### src/rtl/note_timer.sv
// Note duration timer: latches a note from the song reader, counts it down on
// beat pulses, and emits a single-cycle done_with_note when the note ends.
module note_timer #(
  parameter int NOTE_W = 6,
  parameter int DUR_W  = 6
) (
  input  logic              clock,
  input  logic              reset,
  input  logic              play,
  input  logic              beat,
  input  logic              load_new_note,
  input  logic [NOTE_W-1:0] note_in,
  input  logic [DUR_W-1:0]  duration_in,
  output logic [NOTE_W-1:0] note_out,
  output logic              playing,
  output logic [DUR_W-1:0]  beats_left,
  output logic              done_with_note
);

  typedef enum logic [1:0] {
    IDLE = 2'd0,
    RUN  = 2'd1,
    DONE = 2'd2
  } state_t;

  state_t             state_q, state_d;
  logic [NOTE_W-1:0]  note_q, note_d;
  logic [DUR_W-1:0]   cnt_q, cnt_d;
  logic               playing_d, done_d;

  // State and datapath registers. The note and count are forced to zero
  // outside RUN, so they drive the outputs directly.
  always_ff @(posedge clock) begin
    // NOTE: reset is sampled on the clock edge only (synchronous, active-low).
    if (!reset) begin
      state_q        <= IDLE;
      note_q         <= '0;
      cnt_q          <= '0;
      playing        <= 1'b0;
      done_with_note <= 1'b0;
    end else begin
      state_q        <= state_d;
      note_q         <= note_d;
      cnt_q          <= cnt_d;
      playing        <= playing_d;
      done_with_note <= done_d;
    end
  end

  // Next-state logic. A load overrides whatever the current note is doing,
  // including a coincident final beat.
  always_comb begin
    // NOTE: every comb output gets a default first so no latch is inferred.
    state_d = state_q;
    note_d  = note_q;
    cnt_d   = cnt_q;
    if (load_new_note) begin
      if (duration_in != '0) begin
        state_d = RUN;
        note_d  = note_in;
        cnt_d   = duration_in;
      end else begin
        // A zero-length note finishes immediately; if a done pulse is already
        // in flight it doubles as this note's completion, keeping pulses apart.
        state_d = (state_q == DONE) ? IDLE : DONE;
        note_d  = '0;
        cnt_d   = '0;
      end
    end else begin
      unique case (state_q)
        IDLE: ;
        RUN: begin
          if (beat && play && cnt_q != '0) begin
            if (cnt_q == DUR_W'(1)) begin
              state_d = DONE;
              note_d  = '0;
              cnt_d   = '0;
            end else begin
              cnt_d = cnt_q - DUR_W'(1);
            end
          end
        end
        DONE:    state_d = IDLE;
        default: begin
          state_d = IDLE;
          note_d  = '0;
          cnt_d   = '0;
        end
      endcase
    end
  end

  // Output decode from the next state, registered above.
  always_comb begin
    playing_d = (state_d == RUN);
    done_d    = (state_d == DONE);
  end

  assign note_out   = note_q;
  assign beats_left = cnt_q;

endmodule

### config.mk
export PLATFORM = sky130hd
export DESIGN_NAME = note_timer
export DESIGN_NICKNAME = d
export VERILOG_FILES = /design/src/rtl/note_timer.sv
export SDC_FILE = /design/constraint.sdc
export NUM_CORES = 1
export LEC_CHECK = 0
export BUFFER_PORTS_ARGS = -buffer_cell sky130_fd_sc_hd__buf_2
export CORE_UTILIZATION = 35
export CTS_BUF_LIST = sky130_fd_sc_hd__clkbuf_8 sky130_fd_sc_hd__clkbuf_16
export CTS_CLUSTER_DIAMETER = 200
export DETAILED_ROUTE_END_ITERATION = 8
export GPL_ROUTABILITY_DRIVEN = 0
export PLACE_DENSITY = 0.56
export SETUP_SLACK_MARGIN = 0.02
export SYNTH_ARGS = -nofsm -noshare
export SYNTH_HDL_FRONTEND = slang
export SYNTH_SLANG_ARGS = --single-unit
### constraint.sdc
create_clock -name clock -period 2.15 [get_ports clock]
set_input_delay 0.215 -clock clock [delete_from_list [all_inputs] [get_ports clock]]
set_output_delay 0.215 -clock clock [all_outputs]
set_load 0.03 [all_outputs]
## Word-level counts from Yosys, hierarchy flattened

Cells that the tools add are included.

- Word-level logic and storage cells: 38
- Bits of input ports: 17
- Output and inout bits: 14
- Flip-flop bits (word level): 16

- Equal/unequal tests: 8
- Mux-type cells: 16
- $add $sub $neg: 1
- Reductions and logical operators: 8

Operator list:

| operator | number |
|---|---|
| 6-bit two-way mux | 8 |
| 6-bit case mux with 2 select lines | 2 |
| 6-bit nonzero test | 2 |
| 2-bit two-way mux | 5 |
| 6-bit by 1-bit equality test with 1-bit output, second input constant | 1 |
| 3-bit != test, second input constant | 2 |
| 6-bit by 1-bit subtractor with 6-bit output, second input constant | 1 |
| 2-bit by 1-bit equality test with 1-bit output, second input constant | 2 |
| 2-bit equality test, second input constant | 2 |
| 2-bit case mux with 2 select lines | 1 |
| 3-bit AND reduction | 1 |
| 1-bit logical AND | 2 |
| 2-bit logical NOT | 1 |
| 2-bit by 1-bit != test with 1-bit output, second input constant | 1 |
| 2-bit AND reduction | 1 |
| 2-bit OR reduction | 1 |

## Depth between registers and ports, before layout

- Word-level depth: 6
- Depth in mapped cells: 6
- Mapped depth without buffers: 6

## Worst setup path before layout

Ideal clock, no wire load.

- Path type: register to register
- Start: register cnt_q[1], in the netlist beats_left[1]
- End: register cnt_q[5], in the netlist beats_left[5]
- Arrival: 1.742 ns
- Stages on the path, launching flop included: 7
- Path buffers: 0
- Clock period less this slack: 1.816 ns
- Setup time: 0.074 ns
- Setup slack: 0.334 ns
- Required time: 2.076 ns
- Cells stage by stage: dfxtp_1 > inv_1 > ha_1 > or4_1 > nor3_1 > o22ai_1 > a31oi_1

- Word-level cells in the longest chain between the ends: 5
- Elaborated cells on any way between the ends: 10
- Classes of those cells: 1 x add/sub; 2 x eq/ne; 4 x mux; 3 x reduce/logical

RTL lines:

| element | RTL line | RTL |
|---|---|---|
| start, declared | 28 | `logic [DUR_W-1:0] cnt_q, cnt_d;` |
| start signal, assigned | 44 | `cnt_q <= cnt_d;` |
| 6-bit by 1-bit subtractor with 6-bit output / 6-bit by 1-bit equality test with 1-bit output (equally long branches) | 79, 74 |  |
| 6-bit two-way mux | 74 | `if (cnt_q == DUR_W'(1)) begin` |
| 6-bit two-way mux | 73 | `if (beat && play && cnt_q != '0) begin` |
| 6-bit case mux with 2 select lines | 70 | `unique case (state_q)` |
| 6-bit two-way mux | 57 | `if (load_new_note) begin` |

Several ways; a longest one is shown, not always the timed one. The select of a mux whose other input is x is not followed.
A chain may end at the register's enable or synchronous reset.

## Worst setup path after layout

Ends and elaborated chain as after synthesis.

==> impl_results.md <==
* Netlist cell types at 40
* Adder-cell share of the synthesized area at under 10%
* Kind of end point of the critical path: register
* Net Sw Frac at 30.00%
* Post-Synth XOR/XNOR Area at 0%
* Die Y at between 50 and 60 um
* Crit-path max FO at 8
* Final WL at approximately 2.3 mm
* Area leader, netlist: dfxtp_1
* CTS tree: done
* #FFs+latches synth at 16
* Ys Warns at 0
* Mapped Cells at between 100 and 150
* Post-synth EDFFs at 0
* H-tree depth at 1
* Grt total ovfl at 0
* Antenna cells at 0
* Area delta synth->final at 27.31%
* Peak VDD IR at 0.4382 mV
* Worst-Skew Late Latency at about 0.25 ns
* Clock Pin Slew Worst Setup and Hold Paths at roughly 0.06 ns
* Drt drc at 0
* # Max-Cap Violations at 0
* Critical path class: reg2reg
* Synth Area in Compound Gates at about 33%
* CORE AREA at 2297 um^2
* Fin crit period at between 1.5 and 2 ns
* Setup_tns at 0 ns
* Share of cells above drive strength 1 at between 20 and 30%
* Pre-CTS worst setup slack at 0.4184 ns
* Dominant cells by area after synthesis: dfxtp_1, a22o_1, a21oi_1
* Most frequent cell after synthesis: dfxtp_1
* Gate power share at ~23%
* Part of the power in the clock network at between 30% and 40%
* Ports at 31
* Initial antenna violation count at 0
* Post-Synth Simple-Gate Area at a little under a quarter
* Final ANT Viol Nets at 0
* Final Hold Vio Count at 0
* DP HPWL at 1.795 mm
* Post-synthesis average cell area at approximately 8.6 um^2
* Clk sinks at 16
* RSZ-0062 raised after global routing: no
* Sequential-to-total area share from yosys stat at 36.42%
* Pin count of the biggest net entering global routing at 21
* Synth Cell Area at between 800 and 900 um^2
* Pint at between 0.5 and 0.6 mW
* Syn nets at about 120
* PD cells at ~700 nW/um^2
* Setup Viol. Count Final at 0
* Worst-margin pin slew at approximately 0.58 ns
* Initial DRC Count at 35
* Post-CTS Resized at 0
* CTS max path bufs at 2
* Placed cells at around 160
* Worst hold path type: in2reg
* Achievable frequency at 0.5616 GHz
* Post-synthesis mux area share at 0%
* Main combinational cell family by area after synthesis: compound AO/OA/AOI/OAI gates
* Setup Skew at around 0.0015 ns
* Final nets at 155
* Psw at between 0.2 and 0.25 mW
* Period Utilization, post-route at between 80% and 90%
* WP data arrival at 1.95 ns
* # fillers at about 230
* Outcome: finished, final reports clean
* Full die area at about 2700 um^2
* Slew Limit Fails at 0
* Ys async rst share at 0%
* Commonest cells post-synth: dfxtp_1, a21oi_1, nor2_1, a22o_1
* # Post-CTS Setup Buffers at 0
* Finished Layout Cells at 162
* DR vias/cell at 5.864
* Share of power burned in registers at 42.5%
* First-pass GRT wire length at 3.726 mm
* WP data required at about 2.3 ns
* Pre-antenna DRT Iters at 4
* Die X at between 50 and 60 um
* # rows at 17
* Slew margin rel. at about three fifths
* GRT Util Overall at 18.68%
* Primary FF master, synth: dfxtp_1
* Starting Density at between 30% and 40%
* CP startpoint kind: register
* CTS Hold Bufs at 0
* Worst setup margin at 0.3695 ns
* # port buffers at 30
* Wire per inst at approximately 14 um
* Vias in the first global route at approximately 810
* Root Buffer: clkbuf_8
* Pleak at around 0.52 nW
* Yosys top cell area share at about 36%
* Inserted Clock Buffers at 3
* Vias at 950
-- path summary, 6_finish.rpt --
path	depth (start not counted)	endpoint	startpoint	slack, ns
setup / recovery	6	beats_left[5]	beats_left[1]	0.37
hold / removal	2	note_out[3]	note_in[3]	0.17
setup reg to reg	6	beats_left[5]	beats_left[1]	0.37
hold reg to reg	1	note_out[0]	note_out[0]	0.47
-- cell usage in the layout, fill, tap and decap left out, types with 3 or more instances in the layout --
| master | count |
|---|---|
| inv_1 | 5 |
| ha_1 | 3 |
| o22ai_1 | 3 |
| nor2_1 | 7 |
| nand2b_1 | 4 |
| a21oi_1 | 8 |
| clkbuf_8 | 4 |
| nor3_1 | 3 |
| a22o_1 | 6 |
| nand3_1 | 4 |
| nand2_1 | 5 |
| dfxtp_1 | 16 |
| buf_2 | 30 |
-- per-stage QoR --
stage | power, mW | hold slack [ns] | instance area (um^2) | util [%]
2_1_floorplan | 0.4585 | 0.3405 | 879.6 | -
3_3_place_gp | 0.5178 | 0.4261 | 1065 | 46.35
3_5_place_dp | 0.5165 | 0.4294 | 1065 | 46.35
4_1_cts | 0.7837 | 0.1656 | 1120 | 48.75
5_1_grt | 0.8253 | 0.1654 | 1120 | 48.75
6_report | 0.7802 | 0.1708 | 1120 | 48.75
-- power by group through the flow --
stage                     clock network (mW)  registers, mW  logic, mW
final                                  0.267          0.332      0.181
after global routing                   0.293          0.333      0.199
after CTS                              0.273          0.331      0.180
after detailed placement                   0          0.337      0.179
after global placement                     0          0.337      0.181
after floorplan                            0          0.367     0.0912
-- sequential cells by signal (all words and copies together), names as in the netlist --
| register | cells |
|---|---|
| beats_left | 6 |
| note_out | 6 |
| state_q | 2 |
| done_with_note | 1 |
| playing | 1 |
-- critical path, cell delays in order, from the launching register on --
cell and delay (ns):
dfxtp_1 0.39, inv_1 0.11, ha_1 0.29, or4_1 0.48, nor3_1 0.15, o22ai_1 0.09, a31oi_1 0.19
-- per-layer routing --
layer	up-vias	wire length (um)	share of wire, %	global-route usage [%]
li1	458	-	-	-
met1	441	1072	46	24.25
met2	47	1071	46	28.63
met3	4	166	7.1	6.725
met4	0	21	0.90	5.702
met5	-	0	0	0
-- kinds of logic (layout without fill, tap and decap cells) --
logic type,after synthesis,after routing
compound gates,39,39
fa+ha+maj,3,3
buf+inv,9,41
flops,16,16
simple gates,35,35
-- area by class of cell --
| cell class | count | area, um^2 | share of cell area [%] |
|---|---|---|---|
| Sequential cell | 16 | 320.3 | 28.60 |
| Inverter | 5 | 18.77 | 1.676 |
| Tap cell | 28 | 35.03 | 3.129 |
| Multi-Input combinational cell | 77 | 525.5 | 46.93 |
| Clock buffer | 4 | 55.05 | 4.916 |
| Timing Repair Buffer | 32 | 165.2 | 14.75 |
No activity file was read; power rests on OpenSTA's default activity.
